`config.mk`:
```
export PLATFORM = sky130hd
export DESIGN_NAME = uart_rx
export DESIGN_NICKNAME = d
export VERILOG_FILES = /design/src/rtl/uart_rx.sv
export SDC_FILE = /design/constraint.sdc
export NUM_CORES = 1
export LEC_CHECK = 0
export BUFFER_PORTS_ARGS = -buffer_cell sky130_fd_sc_hd__buf_4
export CORE_ASPECT_RATIO = 1.4
export CORE_UTILIZATION = 55
export CTS_CLUSTER_SIZE = 25
export DETAILED_ROUTE_END_ITERATION = 16
export GPL_TIMING_DRIVEN = 0
export PLACE_DENSITY = 0.76
export SLEW_MARGIN = 25
export SYNTH_ARGS = -nofsm -noshare
export SYNTH_HDL_FRONTEND = slang
export SYNTH_SLANG_ARGS = --single-unit
```
`constraint.sdc`:
```
create_clock -name clk_i -period 2.95 [get_ports clk_i]
set_input_delay 0.295 -clock clk_i [delete_from_list [all_inputs] [get_ports clk_i]]
set_output_delay 0.295 -clock clk_i [all_outputs]
set_load 0.02 [all_outputs]
```
`src/rtl/uart_rx.sv`:
```
// 16x-oversampling UART receiver: deframes start/data/parity/stop and pushes good words to the UFIFO.
// Events are registered single-cycle pulses in the DONE cycle, one clock after the last stop sample; no backpressure (a full UFIFO drops the word and flags overrun).
module uart_rx #(
  parameter int DATA_WIDTH = 8,
  parameter int DIV_WIDTH  = 16
) (
  input  logic                  clk_i,
  input  logic                  rst_n_i,
  input  logic                  rx_en_i,
  input  logic [DIV_WIDTH-1:0]  baud_div_i,
  input  logic                  parity_en_i,
  input  logic                  parity_odd_i,
  input  logic                  stop2_i,
  input  logic                  rx_i,
  input  logic                  ufifo_full_i,
  output logic                  ufifo_wr_o,
  output logic [DATA_WIDTH-1:0] ufifo_data_o,
  output logic                  rx_done_o,
  output logic                  parity_err_o,
  output logic                  bad_frame_o,
  output logic                  overrun_o,
  output logic                  rx_busy_o
);

  localparam int CW = $clog2(DATA_WIDTH + 1);

  typedef enum logic [2:0] {
    IDLE, START, DATA, PARITY, STOP, STOP2, DONE, WAIT_IDLE
  } state_t;

  state_t                state, state_nxt;
  logic                  rx_q, rx_s;
  logic [DIV_WIDTH-1:0]  div_cnt, cfg_div;
  logic [3:0]            os_cnt;
  logic [CW-1:0]         bit_cnt;
  logic [DATA_WIDTH-1:0] shift;
  logic                  cfg_par_en, cfg_odd, cfg_stop2, par_err;
  logic                  tick, samp, frame_go, done_set, bad_set;

  always_ff @(posedge clk_i or negedge rst_n_i) begin
    if (!rst_n_i) begin
      rx_q <= 1'b1;
      rx_s <= 1'b1;
    end else begin
      rx_q <= rx_i;
      rx_s <= rx_q;
    end
  end

  // START samples on the 8th tick (mid start bit); every later field is 16 ticks on.
  assign tick     = (div_cnt == cfg_div);
  assign samp     = tick && (os_cnt == ((state == START) ? 4'd7 : 4'd15));
  assign frame_go = (state == IDLE) && rx_en_i && !rx_s;

  always_comb begin
    state_nxt = state;
    done_set  = 1'b0;
    bad_set   = 1'b0;
    case (state)
      IDLE:      if (frame_go) state_nxt = START;
      START:     if (samp) state_nxt = rx_s ? IDLE : DATA;
      DATA:      if (samp && (bit_cnt == CW'(DATA_WIDTH - 1)))
                   state_nxt = cfg_par_en ? PARITY : STOP;
      PARITY:    if (samp) state_nxt = STOP;
      STOP: begin
        if (samp) begin
          if (!rx_s) begin
            state_nxt = WAIT_IDLE;
            bad_set   = 1'b1;
          end else if (cfg_stop2) begin
            state_nxt = STOP2;
          end else begin
            state_nxt = DONE;
            done_set  = 1'b1;
          end
        end
      end
      STOP2: begin
        if (samp) begin
          if (!rx_s) begin
            state_nxt = WAIT_IDLE;
            bad_set   = 1'b1;
          end else begin
            state_nxt = DONE;
            done_set  = 1'b1;
          end
        end
      end
      DONE:      state_nxt = IDLE;
      WAIT_IDLE: if (rx_s) state_nxt = IDLE;
      default:   state_nxt = IDLE;
    endcase
    if (!rx_en_i) begin
      state_nxt = IDLE;
      done_set  = 1'b0;
      bad_set   = 1'b0;
    end
  end

  always_ff @(posedge clk_i or negedge rst_n_i) begin
    if (!rst_n_i) state <= IDLE;
    else          state <= state_nxt;
  end

  // Counters sit at zero through IDLE so the first tick lands D+1 clocks after the start edge.
  always_ff @(posedge clk_i or negedge rst_n_i) begin
    if (!rst_n_i) begin
      div_cnt <= '0;
      os_cnt  <= '0;
    end else if (!rx_en_i || (state == IDLE)) begin
      div_cnt <= '0;
      os_cnt  <= '0;
    end else if (tick) begin
      div_cnt <= '0;
      os_cnt  <= samp ? 4'd0 : os_cnt + 4'd1;
    end else begin
      div_cnt <= div_cnt + DIV_WIDTH'(1);
    end
  end

  always_ff @(posedge clk_i or negedge rst_n_i) begin
    if (!rst_n_i) begin
      cfg_div    <= '0;
      cfg_par_en <= 1'b0;
      cfg_odd    <= 1'b0;
      cfg_stop2  <= 1'b0;
      bit_cnt    <= '0;
      shift      <= '0;
      par_err    <= 1'b0;
    end else begin
      if (frame_go) begin
        cfg_div    <= baud_div_i;
        cfg_par_en <= parity_en_i;
        cfg_odd    <= parity_odd_i;
        cfg_stop2  <= stop2_i;
        bit_cnt    <= '0;
        par_err    <= 1'b0;
      end
      if ((state == DATA) && samp && rx_en_i) begin
        shift   <= {rx_s, shift[DATA_WIDTH-1:1]};
        bit_cnt <= bit_cnt + CW'(1);
      end
      if ((state == PARITY) && samp && rx_en_i)
        par_err <= (^shift) ^ rx_s ^ cfg_odd;
    end
  end

  always_ff @(posedge clk_i or negedge rst_n_i) begin
    if (!rst_n_i) begin
      ufifo_wr_o   <= 1'b0;
      ufifo_data_o <= '0;
      rx_done_o    <= 1'b0;
      parity_err_o <= 1'b0;
      bad_frame_o  <= 1'b0;
      overrun_o    <= 1'b0;
    end else begin
      ufifo_wr_o   <= done_set && !ufifo_full_i;
      overrun_o    <= done_set && ufifo_full_i;
      rx_done_o    <= done_set;
      parity_err_o <= done_set && par_err;
      bad_frame_o  <= bad_set;
      if (done_set && !ufifo_full_i) ufifo_data_o <= shift;
    end
  end

  assign rx_busy_o = (state != IDLE);

endmodule

```
==> results of run 1 <==
[cells in the final DEF, fill, tap and decap left out, types with 8 or more instances in the layout]
cell type  instances
mux2_2            28
nand2_1           16
mux2_4             8
buf_4             36
nand4_1            9
xnor2_1           19
xor2_1            21
nor2_1            24
clkbuf_1          10
dfrtp_1           68
clkbuf_8          11
a21oi_1            9
inv_1             12
[final timing paths]
kind	to	slack, ns	cells past startpoint
worst max-delay path	ufifo_data_o[7]$_DFFE_PN0P_	0.45	6
worst min register to register	rx_s$_DFF_PN1_	0.36	0
min in group clk_i	rx_q$_DFF_PN1_	0.06	1
worst max register to register	ufifo_data_o[7]$_DFFE_PN0P_	0.45	6
worst min-delay path	state[2]$_DFFE_PN0P_	0.04	1
max in group asynchronous	shift[0]$_DFFE_PN0P_	2.34	1
[worst reg2reg max path, stage by stage (launching register included)]
cell     delay [ns]
dfrtp_1        0.43
xor2_1         0.20
nor4_2         0.41
nand4_1        0.29
or4_1          0.59
buf_6          0.17
mux2_4         0.30
[flip-flops by register name (all words and copies together), names as in the netlist, 3 cells and up]
name	count
state	3
bit_cnt	4
shift	8
ufifo_data_o	8
div_cnt	16
cfg_div	16
os_cnt	4
[metrics by stage]
step / hold slack [ns] / area, sq um
after floorplan: -0.0005911 / 3344
after global placement: 0.3459 / 3702
after detailed placement: 0.3584 / 3702
after CTS: 0.04437 / 3910
after global routing: 0.03904 / 3910
final: 0.03662 / 3910
[metal layers]
metal / wire length, um / vias up / part of all wire (%)
met5: 0 / - / 0
met3: 216 / 17 / 3.5
met2: 3258 / 65 / 53
li1: - / 1102 / -
met4: 167 / 0 / 2.7
met1: 2484 / 1119 / 41
[cell type report]
class,instances,area (sq um),share of cell area [%]
timing repair buffer,36,270.3,6.912
tap,70,87.58,2.240
buffer,11,48.80,1.248
clock inverter,5,56.30,1.440
clock buffer,11,151.4,3.872
multi-input combinational,197,1496,38.27
sequential,70,1754,44.86
inverter,12,45.04,1.152
[report_power, final]
group / internal, mW / leakage [nW] / switching [mW]
logic: 0.312 / 0.770 / 0.377
registers: 1.12 / 0.927 / 0.111
clock network: 0.436 / 0.106 / 0.366
[cell families (layout without fill, tap and decap cells)]
logic type               count (synthesis)  after routing
AND/OR/NAND/NOR                         87             87
flip-flops                              70             70
adder cells (fa/ha/maj)                  3              3
AO/OA/AOI/OAI                           29             29
XOR/XNOR                                40             40
buffers and inverters                   23             75
multiplexers                            38             38
==> results.toml, run 1 <==
[outcome]
status = "complete, no violations"

[synthesis]
synth.area.mux_share_pct = 13.62
syn-num-nets = 317
synth_common_cells = "dfrtp_1 (68), mux2_2 (28), nor2_1 (24), xor2_1 (21), xnor2_1 (19)"
syn_inst = 290
synth_edf_count = 0
netlist_top_cells_area = "dfrtp_1 (51%), mux2_2 (9.4%), xor2_1 (5.5%)"
ys_async_sr_fraction_pct = 100.0
synth.top_cell.area_share_pct = 50.88
synth-simple-area-share_pct = 14.18
ys_seq_elements = 70
netlist_area_sq_um = 3344
post-synth-top-area-cell = "dfrtp_1"
synth-main-ff-cell = "dfrtp_1"
seq_area_frac_synth_pct = 52.45
synth_fa_ha_area_share_pct = 1.122
synth_top_family_by_area = "simple AND/OR/NAND/NOR gates"
syn_avg_cell_area_sq_um = 11.53
synth_compound_area_share_pct = 5.350
synth-xor-area-share_pct = 10.48
ys_warn_count = 0
synth.most_common_cell = "dfrtp_1"
yosysUniqueCellTypes = 40

[final_layout]
postLayoutCoreUtil_pct = 66.69
final_cells = 412
area_growth_pct = 16.91
drive_gt1_share_pct = 28.95
fin_nets = 364
antenna_cells = 0
fillers = 451

[clocking]
post-cts-setup-buffers = 0
cts_resized = 0
cts-root-buf = "clkbuf_8"
clock_path_buffers = 2
cts_buffers = 9
cts_hold_buf = 0
cts_sinks = 70
ctsHtreeMaxLevel = 3
path_clk_slew_ns = 0.08
worstSkewPairLatency_ns = 0.35
cts_tree = "yes"

[worst_setup_path]
worstSetupStartpointType = "flip-flop"
worstSetupStartpoint = "div_cnt[10]$_DFF_PN0_"
slowest_stage = "or4_1"
max_stage_delay_ns = 0.59
worstSetupPathType = "flip-flop to flip-flop"
cp.required_ns = 3.19
reg2reg_from = "div_cnt[10]$_DFF_PN0_"
end_kind = "flip-flop"
cp_top_family = "simple AND/OR/NAND/NOR gates"
worst-path-max-fanout = 8
arrival_ns = 2.73
crit_chain = "xor2_1 > nor4_2 > nand4_1 > or4_1 > buf_6 > mux2_4"
crit_buf_inv = 1

[floorplan]
chipWidth_um = 67.91
dieArea_sq_um = 6401
start_util_pct = 57.04
die_h_um = 94.27
core_area_sq_um = 5863
rows = 33
io_pins = 38

[placed_design]
gp_congestion = 0.8633
dp.cells = 396
io_buffer_count = 36
pre_cts_slack_ns = 0.4623
dp_hpwl_um = 4387

[drt]
drt-initial-drc-count = 149
antenna_left = 0
wl_per_cell_um = 14.87
detail_route.vias_per_cell = 5.590
dr.pass1.iters = 4
route.detailed.drc = 0
vias = 2303
wl_um = 6127

[timing]
finalHoldViolCount = 0
worst-slew-pin-transition_ns = 0.8590
finalSetupTns_ns = 0
slew_headroom_pct = 42.73
grt_setup_unrepaired = "no"
fin_skew_ns = 0.007419
slew_violations = 0
setup_viol = 0
layout_setup_ws_ns = 0.4524
min_period_over_period_pct = 84.66
timing.final.crit_period_ns = 2.498
max_freq_mhz = 400.4

[pwr]
p_leak_nw = 1.803
irDropWorstVdd_uv = 446.0
total_power_mw = 2.723
power.density_nw_per_um2 = 696.4

[grt]
grt_pass1_wl_um = 10540
use_met3_pct = 5.097
grt_util_met1_pct = 26.57
grt_max_degree = 71
overflow = 0
grt_usage_pct = 22.98
grtUsageMet2_pct = 38.37
grt_pass1_vias = 2313
busiest_layer = "met2"
antenna_found_initial = 0

[min_path]
min_path_type = "input port to async pin"

[flow_run]
timing.max_cap.violations = 0
(Power assumes the default switching activity.)
==> inputs of run 2 (changes only) <==
--- a/config.mk
+++ b/config.mk
@@ -7,11 +7,11 @@
 export LEC_CHECK = 0
 export BUFFER_PORTS_ARGS = -buffer_cell sky130_fd_sc_hd__buf_4
 export CORE_ASPECT_RATIO = 1.4
-export CORE_UTILIZATION = 55
+export CORE_UTILIZATION = 52
 export CTS_CLUSTER_SIZE = 25
 export DETAILED_ROUTE_END_ITERATION = 16
 export GPL_TIMING_DRIVEN = 0
-export PLACE_DENSITY = 0.76
+export PLACE_DENSITY = 0.75
 export SLEW_MARGIN = 25
 export SYNTH_ARGS = -nofsm -noshare
 export SYNTH_HDL_FRONTEND = slang
==> constraint.sdc (replaced) <==
create_clock -name clk_i -period 2 [get_ports clk_i]
set_input_delay 0.2 -clock clk_i [delete_from_list [all_inputs] [get_ports clk_i]]
set_output_delay 0.2 -clock clk_i [all_outputs]
set_load 0.02 [all_outputs]
==> run 2 against run 1 <==
Effect of this change: the run now ends with negative setup slack left; via count rose by 6.2%; critical path type unchanged; flip-flop and latch count did not move; sequential share of layout area fell by 3.9 points; total power rose by 55%; design area rose by 9.5%; sequential power rose by 48%; routed wire length rose by 8.5%; largest cell class unchanged; worst setup slack got worse by 0.75 ns; core utilization rose by 2.3 points.
==> results.toml, run 2 (synthesis results as in run 1) <==
[timing]
whs_ns = 0.03099
slew_violations = 0
timing.final.crit_period_ns = 2.298
layout_setup_ws_ns = -0.2979
max_freq_mhz = 435.2
finalHoldViolCount = 0
worst-slew-pin-transition_ns = 0.8622
slew_headroom_pct = 42.52
grt_setup_unrepaired = "yes"
setup_viol = 40
fin_skew_ns = 0.007238
min_period_over_period_pct = 114.9
finalSetupTns_ns = -6.106

[placed_design]
gp_congestion = 0.9007
dp.cells = 398
io_buffer_count = 36
dp_hpwl_um = 4141
placed_cell_area_sq_um = 3706

[grt]
antenna_found_initial = 0
grt_max_degree = 71
grt_pass1_wl_um = 10610
grt_pass1_vias = 2417
overflow = 0
grt_usage_pct = 20.09

[min_path]
holdPathStages = 2
min_path_type = "input port to flip-flop"

[clocking]
cts-root-buf = "clkbuf_8"
path_clk_slew_ns = 0.07
cts_buffers = 9
clock_path_buffers = 2
cts_tree = "yes"
worstSkewPairLatency_ns = 0.35
cts_sinks = 70
ctsHtreeMaxLevel = 3

[floorplan]
dieArea_sq_um = 6761
die_h_um = 96.89
rows = 34
io_pins = 38
start_util_pct = 53.85
chipWidth_um = 69.78
core_area_sq_um = 6211

[worst_setup_path]
reg2reg_depth = 5
cp.required_ns = 2.24
worstSetupStartpointType = "flip-flop"
end_kind = "flip-flop"
slowest_stage = "or4_4"
worstSetupPathDepth = 5
worst-path-max-fanout = 8
crit_buf_inv = 0
crit_chain = "xor2_1 > nor4_2 > nand4_1 > or4_4 > mux2_4"
cp_top_family = "simple AND/OR/NAND/NOR gates"
max_stage_delay_ns = 0.68
rrSetupSlack_ns = -0.30
worstSetupPathType = "flip-flop to flip-flop"
arrival_ns = 2.54

[drt]
vias = 2445
wl_um = 6645
wl_per_cell_um = 15.21
drt-initial-drc-count = 157
route.detailed.drc = 0
antenna_left = 0
dr.pass1.iters = 4
detail_route.vias_per_cell = 5.595

[pwr]
swShare_pct = 31.14
intPower_mw = 2.911
p_leak_nw = 1.996
switchingPower_mw = 1.317
irDropWorstVdd_uv = 604.8
pwr-share-seq_pct = 43.0
clockPowerShare_pct = 28.6
p_comb_share_pct = 28.4
power.density_nw_per_um2 = 987.1

[outcome]
violations = "negative setup slack"
status = "finished with violations"

[final_layout]
postLayoutCoreUtil_pct = 68.96
final_cell_mix = "dfrtp_1 (67), buf_4 (51), mux2_2 (27)"
top_regs = "cfg_div x16, div_cnt x16"
drive_gt1_share_pct = 37.26
layout.cells.most_common = "dfrtp_1"
antenna_cells = 0
final_cells = 437
fin_area_sq_um = 4283
area_growth_pct = 28.06
fin_nets = 388

[flow_run]
timing.max_cap.violations = 0
[run 2: cell types whose count changed in the layout (fill, tap and decap cells not counted), sizes merged]
cell | previous run | this run
clkinvlp | 1 | 0
clkbuf | 21 | 17
clkinv | 2 | 3
dlygate4sd3 | 0 | 2
bufinv | 1 | 2
buf | 37 | 62
inv | 13 | 12
[run 2: power by group through the flow]
stage | logic (mW) | clock network [mW] | registers [mW]
after floorplan | 0.769 | 0 | 1.80
after global placement | 0.995 | 0 | 1.84
after detailed placement | 1.01 | 0 | 1.84
after CTS | 1.09 | 1.22 | 1.82
after global routing | 1.31 | 1.28 | 1.85
final | 1.20 | 1.21 | 1.82
[run 2: what timing repair did]
action                                  in CTS  in global routing
setup buffers                                9                 14
hold endpoints to repair                    53                  0
cloned                                       0                  1
hold buffers                                 2                  0
pin swaps                                    6                 13
gates resized for setup                     15                 29
endpoints found under the setup margin      52                 58
[run 2: area by class of cell]
class | count | area, sq um
clock buffers | 10 | 127.6
flip-flops and latches | 70 | 1755
plain buffers | 9 | 73.82
inverters | 12 | 45.04
repair buffers | 62 | 526.8
multi-input cells | 197 | 1589
fillers | 455 | 1928
clock inverters | 5 | 75.07
well taps | 72 | 90.09
[run 2: worst paths after layout]
| path | start | end |
|---|---|---|
| max | div_cnt[14]$_DFF_PN0_ | ufifo_data_o[5]$_DFFE_PN0P_ |
| min reg2reg | rx_q$_DFF_PN1_ | rx_s$_DFF_PN1_ |
| max in group asynchronous | rst_n_i | div_cnt[3]$_DFF_PN0_ |
| min in group asynchronous | rst_n_i | state[2]$_DFFE_PN0P_ |
| min | ufifo_full_i | ufifo_wr_o$_DFF_PN0_ |
| max reg2reg | div_cnt[14]$_DFF_PN0_ | ufifo_data_o[5]$_DFFE_PN0P_ |
[run 2: metrics by stage]
| step | setup WS (ns) | total power, mW |
|---|---|---|
| after floorplan | -0.1762 | 2.566 |
| after global routing | -0.3619 | 4.440 |
| after detailed placement | -0.5542 | 2.853 |
| final | -0.2979 | 4.227 |
| after CTS | -0.2522 | 4.133 |
| after global placement | -0.5352 | 2.830 |
[run 2: worst register-to-register path: stages, from the launching register on]
cell and delay (ns):
dfrtp_1 0.42, xor2_1 0.18, nor4_2 0.38, nand4_1 0.20, or4_4 0.68, mux2_4 0.33
[run 2: per-layer routing]
metal | vias to the layer above | GRT usage [%] | wire length [um]
met2 | 76 | 34.25 | 3555
met4 | 0 | 10.77 | 197
met1 | 1206 | 22.55 | 2605
met3 | 21 | 5.417 | 287
met5 | - | 0 | 0
li1 | 1142 | - | -
